[src/rtl/bram_if_pkg.sv]
// Shared constants and types for the BRAM-port address decoder.
// Field positions below refer to the word address (byte address >> 2).
package bram_if_pkg;

    localparam int unsigned ADDR_W    = 22;
    localparam int unsigned DATA_W    = 32;
    localparam int unsigned WADDR_W   = 20;
    localparam int unsigned TAG_W     = 3;
    localparam int unsigned BANK_W    = 5;
    localparam int unsigned IFMAP_AW  = 11;
    localparam int unsigned ROW_W     = 4;
    localparam int unsigned W_AW      = 6;
    localparam int unsigned CH_W      = 3;
    localparam int unsigned OBUF_AW   = 10;
    localparam int unsigned CSR_OFF_W = 17;
    localparam int unsigned ERR_CNT_W = 16;

    localparam int unsigned TAG_LSB  = 17;
    localparam int unsigned SEL_BIT  = 16;
    localparam int unsigned BANK_LSB = 11;
    localparam int unsigned ROW_LSB  = 6;
    localparam int unsigned CH_LSB   = 10;

    localparam logic [TAG_W-1:0] TAG_SA          = 3'd1;
    localparam logic [TAG_W-1:0] TAG_SA_DATA_BUF = 3'd2;
    localparam logic [TAG_W-1:0] TAG_CSR         = 3'd3;

    localparam logic [CSR_OFF_W-1:0] CSR_START  = 17'd0;
    localparam logic [CSR_OFF_W-1:0] CSR_DONE   = 17'd1;
    localparam logic [CSR_OFF_W-1:0] CSR_ERRCNT = 17'd2;

    typedef enum logic [2:0] {
        DEC_NONE,
        DEC_IFMAP,
        DEC_WEIGHT,
        DEC_OBUF,
        DEC_CSR,
        DEC_ERR
    } dec_target_e;

endpackage

[src/rtl/bram_if_decoder_if.sv]
// 32-bit BRAM-controller port; the host drives it (master), the decoder responds (slave).
interface bram_if_decoder_if;
    import bram_if_pkg::*;

    logic [ADDR_W-1:0] addr_a;
    logic [DATA_W-1:0] wrdata_a;
    logic [DATA_W-1:0] rddata_a;
    logic              en_a;
    logic [3:0]        we_a;

    modport master (output addr_a, wrdata_a, en_a, we_a, input rddata_a);
    modport slave  (input addr_a, wrdata_a, en_a, we_a, output rddata_a);
endinterface

[src/rtl/bram_addr_decode.sv]
// Purely combinational word-address decode: target region, field extraction, range errors.
module bram_addr_decode
    import bram_if_pkg::*;
#(
    parameter int unsigned N_IFMAP_BANK = 25,
    parameter int unsigned N_W_ROW      = 6
) (
    input  logic [WADDR_W-1:0]   waddr_i,
    output dec_target_e          target_o,
    output logic [BANK_W-1:0]    bank_o,
    output logic [IFMAP_AW-1:0]  ifmap_addr_o,
    output logic [ROW_W-1:0]     row_o,
    output logic [W_AW-1:0]      w_addr_o,
    output logic [CH_W-1:0]      ch_o,
    output logic [OBUF_AW-1:0]   obuf_addr_o,
    output logic [CSR_OFF_W-1:0] csr_off_o
);

    assign bank_o       = waddr_i[BANK_LSB +: BANK_W];
    assign ifmap_addr_o = waddr_i[IFMAP_AW-1:0];
    assign row_o        = waddr_i[ROW_LSB +: ROW_W];
    assign w_addr_o     = waddr_i[W_AW-1:0];
    assign ch_o         = waddr_i[CH_LSB +: CH_W];
    assign obuf_addr_o  = waddr_i[OBUF_AW-1:0];
    assign csr_off_o    = waddr_i[CSR_OFF_W-1:0];

    // Output channels share the weight-row count, so ch is bounded by N_W_ROW too.
    always_comb begin
        target_o = DEC_ERR;
        case (waddr_i[TAG_LSB +: TAG_W])
            TAG_SA: begin
                if (waddr_i[SEL_BIT]) begin
                    target_o = (32'(row_o) < N_W_ROW) ? DEC_WEIGHT : DEC_ERR;
                end else begin
                    target_o = (32'(bank_o) < N_IFMAP_BANK) ? DEC_IFMAP : DEC_ERR;
                end
            end
            TAG_SA_DATA_BUF: target_o = (32'(ch_o) < N_W_ROW) ? DEC_OBUF : DEC_ERR;
            TAG_CSR:         target_o = (csr_off_o <= CSR_ERRCNT) ? DEC_CSR : DEC_ERR;
            default:         target_o = DEC_ERR;
        endcase
    end

endmodule

[src/rtl/bram_if_decoder.sv]
// BRAM-port responder: routes host byte writes to ifmap/weight buffers, serves obuf/CSR reads.
// Build option: define BRAM_ERR_CNT_EN for a saturating decode-error counter at CSR2.
module bram_if_decoder
    import bram_if_pkg::*;
#(
    parameter int unsigned N_IFMAP_BANK = 25,
    parameter int unsigned N_W_ROW      = 6,
    parameter int unsigned DONE_W       = 17
) (
    input  logic                clk,
    input  logic                rst_n,
    bram_if_decoder_if.slave    bus,
    output logic                ifmap_wr_en,
    output logic [BANK_W-1:0]   ifmap_wr_bank,
    output logic [IFMAP_AW-1:0] ifmap_wr_addr,
    output logic [7:0]          ifmap_wr_data,
    output logic                w_wr_en,
    output logic [ROW_W-1:0]    w_wr_row,
    output logic [W_AW-1:0]     w_wr_addr,
    output logic [7:0]          w_wr_data,
    output logic                obuf_rd_en,
    output logic [CH_W-1:0]     obuf_rd_ch,
    output logic [OBUF_AW-1:0]  obuf_rd_addr,
    input  logic [7:0]          obuf_rd_data,
    output logic                start_o,
    output logic [1:0]          nth_conv_o,
    input  logic [DONE_W-1:0]   done_i
);

    logic [WADDR_W-1:0]   waddr;
    dec_target_e          target;
    logic [BANK_W-1:0]    dec_bank;
    logic [IFMAP_AW-1:0]  dec_ifmap_addr;
    logic [ROW_W-1:0]     dec_row;
    logic [W_AW-1:0]      dec_w_addr;
    logic [CH_W-1:0]      dec_ch;
    logic [OBUF_AW-1:0]   dec_obuf_addr;
    logic [CSR_OFF_W-1:0] csr_off;

    logic wr, rd, acc_err, rd_err;
    logic wr_ifmap, wr_w, wr_csr0, rd_obuf, rd_csr;

    logic                ifmap_wr_en_q, w_wr_en_q, start_q, rd_obuf_q;
    logic [BANK_W-1:0]   ifmap_bank_q;
    logic [IFMAP_AW-1:0] ifmap_addr_q;
    logic [7:0]          ifmap_data_q;
    logic [ROW_W-1:0]    w_row_q;
    logic [W_AW-1:0]     w_addr_q;
    logic [7:0]          w_data_q;
    logic [1:0]          nth_conv_q;
    logic [DONE_W-1:0]   done_sticky_q, done_sticky_d;
    logic [DATA_W-1:0]   rddata_q, rddata_d, csr_rdata;

`ifdef BRAM_ERR_CNT_EN
    logic [ERR_CNT_W-1:0] err_cnt_q, err_cnt_d;
`endif

    logic unused_bits;
    assign unused_bits = ^{bus.addr_a[1:0], bus.wrdata_a[DATA_W-1:8], bus.we_a[3:1]};

    assign waddr = bus.addr_a[ADDR_W-1:2];
    assign wr    = bus.we_a[0];
    assign rd    = bus.en_a & ~bus.we_a[0];

    bram_addr_decode #(
        .N_IFMAP_BANK (N_IFMAP_BANK),
        .N_W_ROW      (N_W_ROW)
    ) u_dec (
        .waddr_i      (waddr),
        .target_o     (target),
        .bank_o       (dec_bank),
        .ifmap_addr_o (dec_ifmap_addr),
        .row_o        (dec_row),
        .w_addr_o     (dec_w_addr),
        .ch_o         (dec_ch),
        .obuf_addr_o  (dec_obuf_addr),
        .csr_off_o    (csr_off)
    );

    // Direction errors: the SA region is write-only, the output buffer read-only.
    always_comb begin
        acc_err = 1'b0;
        case (target)
            DEC_ERR:               acc_err = wr | rd;
            DEC_OBUF:              acc_err = wr;
            DEC_IFMAP, DEC_WEIGHT: acc_err = rd;
            default:               acc_err = 1'b0;
        endcase
    end

    assign rd_err   = rd & acc_err;
    assign wr_ifmap = wr & (target == DEC_IFMAP);
    assign wr_w     = wr & (target == DEC_WEIGHT);
    assign wr_csr0  = wr & (target == DEC_CSR) & (csr_off == CSR_START);
    assign rd_obuf  = rd & (target == DEC_OBUF);
    assign rd_csr   = rd & (target == DEC_CSR);

    assign obuf_rd_en   = rd_obuf;
    assign obuf_rd_ch   = rd_obuf ? dec_ch : '0;
    assign obuf_rd_addr = rd_obuf ? dec_obuf_addr : '0;

    always_comb begin
        csr_rdata = '0;
        case (csr_off)
            CSR_START: csr_rdata = DATA_W'({nth_conv_q, 1'b0});
            CSR_DONE:  csr_rdata = DATA_W'(done_sticky_q);
`ifdef BRAM_ERR_CNT_EN
            CSR_ERRCNT: csr_rdata = DATA_W'(err_cnt_q);
`endif
            default:   csr_rdata = '0;
        endcase
    end

    // A done pulse landing in the same cycle as start_o is lost: the clear takes priority.
    always_comb begin
        done_sticky_d = start_q ? '0 : (done_sticky_q | done_i);
        rddata_d      = rddata_q;
        if (rd_csr) begin
            rddata_d = csr_rdata;
        end else if (rd_err) begin
            rddata_d = '0;
        end else if (rd_obuf_q) begin
            rddata_d = DATA_W'(obuf_rd_data);
        end
    end

    always_ff @(posedge clk or negedge rst_n) begin
        if (!rst_n) begin
            ifmap_wr_en_q <= 1'b0;
            ifmap_bank_q  <= '0;
            ifmap_addr_q  <= '0;
            ifmap_data_q  <= '0;
            w_wr_en_q     <= 1'b0;
            w_row_q       <= '0;
            w_addr_q      <= '0;
            w_data_q      <= '0;
            start_q       <= 1'b0;
            nth_conv_q    <= '0;
            done_sticky_q <= '0;
            rd_obuf_q     <= 1'b0;
            rddata_q      <= '0;
        end else begin
            ifmap_wr_en_q <= wr_ifmap;
            if (wr_ifmap) begin
                ifmap_bank_q <= dec_bank;
                ifmap_addr_q <= dec_ifmap_addr;
                ifmap_data_q <= bus.wrdata_a[7:0];
            end
            w_wr_en_q <= wr_w;
            if (wr_w) begin
                w_row_q  <= dec_row;
                w_addr_q <= dec_w_addr;
                w_data_q <= bus.wrdata_a[7:0];
            end
            start_q <= wr_csr0 & bus.wrdata_a[0];
            if (wr_csr0) begin
                nth_conv_q <= bus.wrdata_a[2:1];
            end
            done_sticky_q <= done_sticky_d;
            rd_obuf_q     <= rd_obuf;
            rddata_q      <= rddata_d;
        end
    end

`ifdef BRAM_ERR_CNT_EN
    // Saturating error counter; any CSR2 write clears it.
    always_comb begin
        err_cnt_d = err_cnt_q;
        if (wr & (target == DEC_CSR) & (csr_off == CSR_ERRCNT)) begin
            err_cnt_d = '0;
        end else if (acc_err && (err_cnt_q != '1)) begin
            err_cnt_d = err_cnt_q + ERR_CNT_W'(1);
        end
    end

    always_ff @(posedge clk or negedge rst_n) begin
        if (!rst_n) begin
            err_cnt_q <= '0;
        end else begin
            err_cnt_q <= err_cnt_d;
        end
    end
`endif

    // Obuf data is only valid the cycle after the request, so it bypasses the capture register then.
    assign bus.rddata_a  = rd_obuf_q ? DATA_W'(obuf_rd_data) : rddata_q;
    assign ifmap_wr_en   = ifmap_wr_en_q;
    assign ifmap_wr_bank = ifmap_bank_q;
    assign ifmap_wr_addr = ifmap_addr_q;
    assign ifmap_wr_data = ifmap_data_q;
    assign w_wr_en       = w_wr_en_q;
    assign w_wr_row      = w_row_q;
    assign w_wr_addr     = w_addr_q;
    assign w_wr_data     = w_data_q;
    assign start_o       = start_q;
    assign nth_conv_o    = nth_conv_q;

endmodule

[src/flat_wrapper.sv]
// flat-port wrapper written by rule: the top's interface ports become plain ports
module bram_if_decoder_flat import bram_if_pkg::*;
#(
    parameter int unsigned N_IFMAP_BANK = 25,
    parameter int unsigned N_W_ROW      = 6,
    parameter int unsigned DONE_W       = 17
)
  (clk, rst_n, ifmap_wr_en, ifmap_wr_bank, ifmap_wr_addr, ifmap_wr_data, w_wr_en, w_wr_row, w_wr_addr, w_wr_data, obuf_rd_en, obuf_rd_ch, obuf_rd_addr, obuf_rd_data, start_o, nth_conv_o, done_i, bus_addr_a, bus_wrdata_a, bus_en_a, bus_we_a, bus_rddata_a);
  bram_if_decoder_if bus_i ();
  input  logic clk;
  input  logic rst_n;
  output logic ifmap_wr_en;
  output logic [BANK_W-1:0] ifmap_wr_bank;
  output logic [IFMAP_AW-1:0] ifmap_wr_addr;
  output logic [7:0] ifmap_wr_data;
  output logic w_wr_en;
  output logic [ROW_W-1:0] w_wr_row;
  output logic [W_AW-1:0] w_wr_addr;
  output logic [7:0] w_wr_data;
  output logic obuf_rd_en;
  output logic [CH_W-1:0] obuf_rd_ch;
  output logic [OBUF_AW-1:0] obuf_rd_addr;
  input  logic [7:0] obuf_rd_data;
  output logic start_o;
  output logic [1:0] nth_conv_o;
  input  logic [DONE_W-1:0] done_i;
  input wire logic [$bits(bus_i.addr_a)-1:0] bus_addr_a;
  input wire logic [$bits(bus_i.wrdata_a)-1:0] bus_wrdata_a;
  input wire logic [$bits(bus_i.en_a)-1:0] bus_en_a;
  input wire logic [$bits(bus_i.we_a)-1:0] bus_we_a;
  output wire logic [$bits(bus_i.rddata_a)-1:0] bus_rddata_a;
  assign bus_i.addr_a = bus_addr_a;
  assign bus_i.wrdata_a = bus_wrdata_a;
  assign bus_i.en_a = bus_en_a;
  assign bus_i.we_a = bus_we_a;
  assign bus_rddata_a = bus_i.rddata_a;
  bram_if_decoder #(.N_IFMAP_BANK(N_IFMAP_BANK), .N_W_ROW(N_W_ROW), .DONE_W(DONE_W)) u_core (.clk(clk), .rst_n(rst_n), .bus(bus_i), .ifmap_wr_en(ifmap_wr_en), .ifmap_wr_bank(ifmap_wr_bank), .ifmap_wr_addr(ifmap_wr_addr), .ifmap_wr_data(ifmap_wr_data), .w_wr_en(w_wr_en), .w_wr_row(w_wr_row), .w_wr_addr(w_wr_addr), .w_wr_data(w_wr_data), .obuf_rd_en(obuf_rd_en), .obuf_rd_ch(obuf_rd_ch), .obuf_rd_addr(obuf_rd_addr), .obuf_rd_data(obuf_rd_data), .start_o(start_o), .nth_conv_o(nth_conv_o), .done_i(done_i));
endmodule
[config.mk]
export PLATFORM = sky130hd
export DESIGN_NAME = bram_if_decoder_flat
export DESIGN_NICKNAME = d
export VERILOG_FILES = /design/src/rtl/bram_if_pkg.sv /design/src/rtl/bram_if_decoder_if.sv /design/src/rtl/bram_addr_decode.sv /design/src/rtl/bram_if_decoder.sv /design/src/flat_wrapper.sv
export SDC_FILE = /design/constraint.sdc
export NUM_CORES = 1
export LEC_CHECK = 0
export BUFFER_PORTS_ARGS = -buffer_cell sky130_fd_sc_hd__buf_2
export CAP_MARGIN = 20
export CORE_MARGIN = 8
export CORE_UTILIZATION = 40
export CTS_BUF_LIST = sky130_fd_sc_hd__clkbuf_4
export DETAILED_ROUTE_END_ITERATION = 8
export PLACE_DENSITY = 0.72
export SLEW_MARGIN = 20
export SYNTH_ARGS = -nofsm -noshare
export SYNTH_HDL_FRONTEND = slang
export SYNTH_SLANG_ARGS = --single-unit
[constraint.sdc]
create_clock -name clk -period 1.95 [get_ports clk]
set_input_delay 0.2925 -clock clk [delete_from_list [all_inputs] [get_ports clk]]
set_output_delay 0.2925 -clock clk [all_outputs]
set_load 0.005 [all_outputs]
# After elaboration in Yosys (flattened, before gate mapping)

Cells that the tools add are included.

Register bits after elaboration: 97
Input port bits: 86
Output and inout port bits: 93
Logic and storage cells: 54

Order comparisons: 4
Eq/ne operators: 9
Mux-type cells: 14
Bitwise logic cells: 12
Reduce and logical (&&, ||, !) cells: 2

Operators by type and width:

| cell                                                            | count |
|---|---|
| two-way mux 32 bit                                              | 3 |
| one-hot mux 17 bit (2 select lines)                             | 1 |
| == test 17 x 1 -> 1 bit, second input constant                  | 1 |
| less-or-equal comparator 17 x 2 -> 1 bit, second input constant | 1 |
| zero test 17 bit                                                | 1 |
| two-way mux 17 bit                                              | 1 |
| OR 17 bit                                                       | 1 |
| two-way mux 3 bit                                               | 5 |
| == test 3 x 2 -> 1 bit, second input constant                   | 4 |
| two-way mux 10 bit                                              | 1 |
| bitwise AND 1 bit                                               | 9 |
| one-hot mux 3 bit (3 select lines)                              | 1 |
| == test 3 x 1 -> 1 bit, second input constant                   | 2 |
| == test 3 bit, second input constant                            | 2 |
| less-than comparator 5 bit, second input constant               | 1 |
| less-than comparator 4 x 3 -> 1 bit, second input constant      | 1 |
| less-than comparator 3 bit, second input constant               | 1 |
| one-hot mux 1 bit (3 select lines)                              | 1 |
| OR reduction 2 bit                                              | 1 |
| two-way mux 1 bit                                               | 1 |
| inverter 1 bit                                                  | 1 |
| OR 1 bit                                                        | 1 |

# Longest topological paths before layout

Depth after elaboration: 10
Depth in mapped cells: 6
Gate-level depth less buffers: 4

# Modules after synthesis

From an unflattened synthesis, not the netlist that was laid out.

Cell total of the unflattened synthesis: 368
Area, all modules: 4436.8 um^2

Modules (own cells, without submodules):

| module           | times used | cells each | area an instance (um^2) | seq. area each (um^2) |
|---|---|---|---|---|
| bram_if_decoder  | 1          | 292        | 3881.2                  | 2427.3 |
| bram_addr_decode | 1          | 76         | 555.5                   | 0.0 |

# Worst setup path after synthesis

OpenSTA, ideal clock, no wires.

Kind: input -> register
From: in bus_addr_a[14]
To: reg u_core.ifmap_addr_q[2] (netlist: u_core.ifmap_wr_addr[2])
Library setup time: 0.125 ns
Arrival: 1.573 ns
Required time: 1.825 ns
Path slack: 0.252 ns
Stages on the path: 5
Buffers on the path: 1
Cell sequence: nor3_2 nor2_1 nor4b_4 buf_6 mux2_4

Cells in the longest elaborated chain, start to end: 6
Elaborated cells between the ends (all ways): 10
Those cells by class: order compare (3); eq/ne (1); mux (5); bitwise (1)

Ends and longest elaborated chain:

| item                                                                                             | line                   | text |
|---|---|---|
| start: declaration                                                                               | flat_wrapper.sv:27     | `input wire logic [$bits(bus_i.addr_a)-1:0] bus_addr_a;` |
| parallel branches: the longest is 3 deep, another holds less-or-equal comparator 17 x 2 -> 1 bit | -                      |  |
| one-hot mux 3 bit (3 select lines) (*)                                                           | bram_addr_decode.sv:30 | `case (waddr_i[TAG_LSB +: TAG_W])` |
| == test 3 x 1 -> 1 bit (*)                                                                       | bram_if_decoder.sv:92  | `assign wr_ifmap = wr & (target == DEC_IFMAP);` |
| bitwise AND 1 bit (*)                                                                            | bram_if_decoder.sv:92  |  |
| end signal: assignment                                                                           | bram_if_decoder.sv:146 | `ifmap_addr_q <= dec_ifmap_addr;` |
| end: declaration                                                                                 | bram_if_decoder.sv:45  | `logic [IFMAP_AW-1:0] ifmap_addr_q;` |

Every way passes the cells marked *.
A chain may end at the register's enable or synchronous reset.

# Worst setup path in the final report

From: reg u_core.rd_obuf_q
To: out bus_rddata_a[2]

Cells in the longest elaborated chain, start to end: 1

Ends and longest elaborated chain:

| item                     | line                   | text |
|---|---|---|
| start: declaration       | bram_if_decoder.sv:43  | `logic ifmap_wr_en_q, w_wr_en_q, start_q, rd_obuf_q;` |
| start signal: assignment | bram_if_decoder.sv:160 | `rd_obuf_q <= rd_obuf;` |
| two-way mux 32 bit       | bram_if_decoder.sv:186 | `assign bus.rddata_a = rd_obuf_q ? DATA_W'(obuf_rd_data) : rddata_q;` |
| end: declaration         | flat_wrapper.sv:31     | `output wire logic [$bits(bus_i.rddata_a)-1:0] bus_rddata_a;` |

Every way passes these cells.

==> results.md <==
- Critical Path Slowest Stage Cell: dfrtp_1
- Largest net degree at the start of global routing: 48
- Worst-case clock buffer depth: 2
- RSZ-0062 raised after global routing: false
- Height of the chip: roughly 120 um
- Hold Vio Cnt, Final: 0
- Fmax achieved: between 500 and 600 MHz
- CTS H-tree lvls: 3
- Fraction of layout cells with a size suffix above 1: approximately 45%
- Sinks on Clock Net: 97
- Reg2reg path depth: 4
- Final Setup Violations: 0
- CP Depth: 3
- Clock insertion delay at the later pin of the skew report: between 0.4 and 0.5 ns
- Core Footprint: about 9800 sq um
- Seq/Total Area, Yosys: 60.2%
- Rows: 36
- Clock root cell: clkbuf_4
- YS warnings: 0
- Worst slack at placement: about 0.0071 ns
- Post-route ant nets: 0
- Most common cell after layout, fill and taps aside: buf_2
- Hold Path Class: primary input to flop
- Final cell count without fillers: 635
- Initial antenna violation count: 0
- Worst clock skew: roughly 0.019 ns
- RD Place Congestion: 0.786
- TritonRoute pass-1 iters: 4
- Crit. Startpoint: u_core.rd_obuf_q$_DFF_PN0_
- Avg Vias per Cell: around 4.7
- Cts bufs inserted: 9
- HPWL Detailed: 7550 um
- Vias in the first global route: approximately 3200
- Proportion of netlist area held by the largest area contributor: 60.2%
- CP bufs+invs: 2
- Unique masters post-synth: 30
- Vias: slightly below 3000
- Cts repair resizes: 0
- Syn avg cell area: around 12 sq um
- Area Overhead vs Synth: 27.8%
- Grt ovf: 0
- Worst flop-to-flop path startpoint: u_core.rd_obuf_q$_DFF_PN0_
- R2R setup slack: 0.72 ns
- Clock Pin Slew Worst Setup and Hold Paths: 0.17 ns
- Delay-heaviest family, CP: flip-flops
- Post-route clock period utilization: about 95%
- Chip width: between 100 and 150 um
- Post-synthesis cell area: slightly above 4000 sq um
- Worst path cell trace: buf_12 -> mux2_2 -> buf_2
- Total Routing Usage GR: approximately 16%
- Io pins: ~180
- Min Tclk post-route: approximately 1.8 ns
- Drt total wl: ~10000 um
- CTS tree: yes
- Synth top area cells: dfrtp_1 60%, mux2_2 7.3%, mux2_4 7.1%
- Required time worst endpoint: 1.66 ns
- WL per Instance: ~16 um
- Startpoint Class: flop
- WS Path Type: flop to output port
- Lkg Pwr: roughly 0.0028 uW
- VDD IR max: 0.441 mV
- CP Capture Type: output port
- #FFs+latches synth: slightly below 100
- Initial Utilization: just over 40%
- Final Max Tran Viols: 0
- Pwr/cell area: ~770 nW/um^2
- Status: completed
- Area leader, netlist: dfrtp_1
- Max Fanout on Critical Path: 32
- Worst slew pin tran: 0.609 ns
- PortBufs: about 150
- Slew HR: 59.4%
- CP peak stage delay: 0.40 ns
- Synth Instances: around 340
- Final WS setup: approximately 0.10 ns
- Worst EP arrival: between 1.5 and 2 ns
- Dpl cells: ~600
- Starting DRT DRC Count: 133
- Die footprint: between 10000 and 15000 sq um
- Syn_nets: approximately 420
- DRC viols: 0
- Worst setup path endpoint: bus_rddata_a[2]
- Commonest cells after routing, fill and taps aside: 148 x buf_2, 97 x dfrtp_1, 39 x nor2_1, 38 x nand2_1, 27 x and2_1
- Global-route wire length before repair: roughly 16000 um
- Nets: between 500 and 600
- Utilization after layout: approximately 53%
- End of the worst register-to-register path: u_core.rddata_q[4]$_DFF_PN0_
- Max cap viols: 0
==> registers in the layout, indices dropped and copies added (netlist names), 2 cells and up <==
name,cells
u_core.ifmap_wr_addr,11
u_core.ifmap_wr_bank,5
u_core.done_sticky_q,17
u_core.w_wr_row,4
u_core.w_wr_data,8
u_core.ifmap_wr_data,8
u_core.nth_conv_o,2
u_core.rddata_q,32
u_core.w_wr_addr,6
==> cells by family (layout without fill, tap and decap cells) <==
logic type,Yosys count,after routing,synth area share [%]
multiplexers,51,51,16.0
other,0,1,0
AO/OA/AOI/OAI,23,23,3.07
flip-flops,97,97,60.2
AND/OR/NAND/NOR,144,144,18.2
buffers and inverters,21,186,2.58
==> worst min path at each step <==
stage | from | endpoint | slack [ns] | cells past startpoint
finish | done_i[12] | u_core.done_sticky_q[12]$_DFF_PN0_ | 0.03 | 3
global route | bus_wrdata_a[4] | u_core.ifmap_wr_data[4]$_DFFE_PN0P_ | 0.005 | 2
CTS | done_i[9] | u_core.done_sticky_q[9]$_DFF_PN0_ | 0.001 | 3
detailed placement | rst_n | u_core.done_sticky_q[9]$_DFF_PN0_ | 0.23 | 1
global placement | rst_n | u_core.done_sticky_q[11]$_DFF_PN0_ | 0.22 | 1
floorplan | rst_n | u_core.done_sticky_q[0]$_DFF_PN0_ | -0.003 | 0
==> tightest hold or removal path: cells and delay by family <==
family                 cells  cell delay, ns
AND/OR/NAND/NOR            2            0.11
buffers and inverters      1            0.08
==> per-layer routing <==
metal	share of wire [%]	global-route usage, %
met1	42	19.1
met2	49	25.7
met5	0	0
met4	1.1	5.45
met3	7.8	5.07
==> synthesized netlist by cell type <==
| master | count |
|---|---|
| mux2i_1 | 2 |
| o211ai_1 | 1 |
| o21ai_0 | 9 |
| nand3_1 | 2 |
| buf_6 | 3 |
| inv_1 | 4 |
| mux2_4 | 19 |
| nor3_2 | 1 |
| buf_2 | 1 |
| nor2_1 | 39 |
| and2_1 | 27 |
| a31o_2 | 1 |
| mux2_2 | 26 |
| nor4b_4 | 1 |
| a21o_1 | 1 |
| nor3_1 | 1 |
| mux2_1 | 4 |
| nand2_1 | 38 |
| dfrtp_1 | 97 |
| nand2b_1 | 1 |
| nor2b_1 | 24 |
| and2_2 | 1 |
| nand4_1 | 1 |
| nand4bb_1 | 1 |
| nor3b_1 | 1 |
| clkbuf_1 | 12 |
| or3_1 | 2 |
| nor4_1 | 4 |
| clkbuf_2 | 1 |
| o21ai_1 | 11 |
==> metrics by stage <==
| step | power, uW | TNS [ns] | hold slack, ns | instance area (sq um) |
|---|---|---|---|---|
| finish | 3960 | 0 | 0.0334 | 5150 |
| global route | 4180 | 0 | 0.00494 | 5150 |
| CTS | 4020 | 0 | 0.00133 | 5130 |
| detailed placement | 3010 | 0 | 0.232 | 5000 |
| global placement | 2980 | -0.0270 | 0.224 | 5000 |
| floorplan | 2610 | 0 | -0.00309 | 4030 |
==> layout make-up <==
| type | instances | area, sq um |
|---|---|---|
| fillers | 898 | 4620 |
| flip-flops and latches | 97 | 2430 |
| multi-input cells | 218 | 1500 |
| repair buffers | 166 | 921 |
| well taps | 133 | 166 |
| clock buffers | 9 | 67.6 |
| clock inverters | 7 | 52.6 |
| inverters | 4 | 15.0 |
| diodes | 1 | 2.50 |
==> timing repair <==
item	4_1_cts	5_1_grt
setup buffers	0	0
hold buffers	1	2
endpoints found under the hold margin	24	2
==> power breakdown <==
part	switching, uW	internal [uW]	total (uW)
clock	723	275	998
sequential	97.9	2200	2300
combinational	283	382	665
No activity file was read; power rests on OpenSTA's default activity.
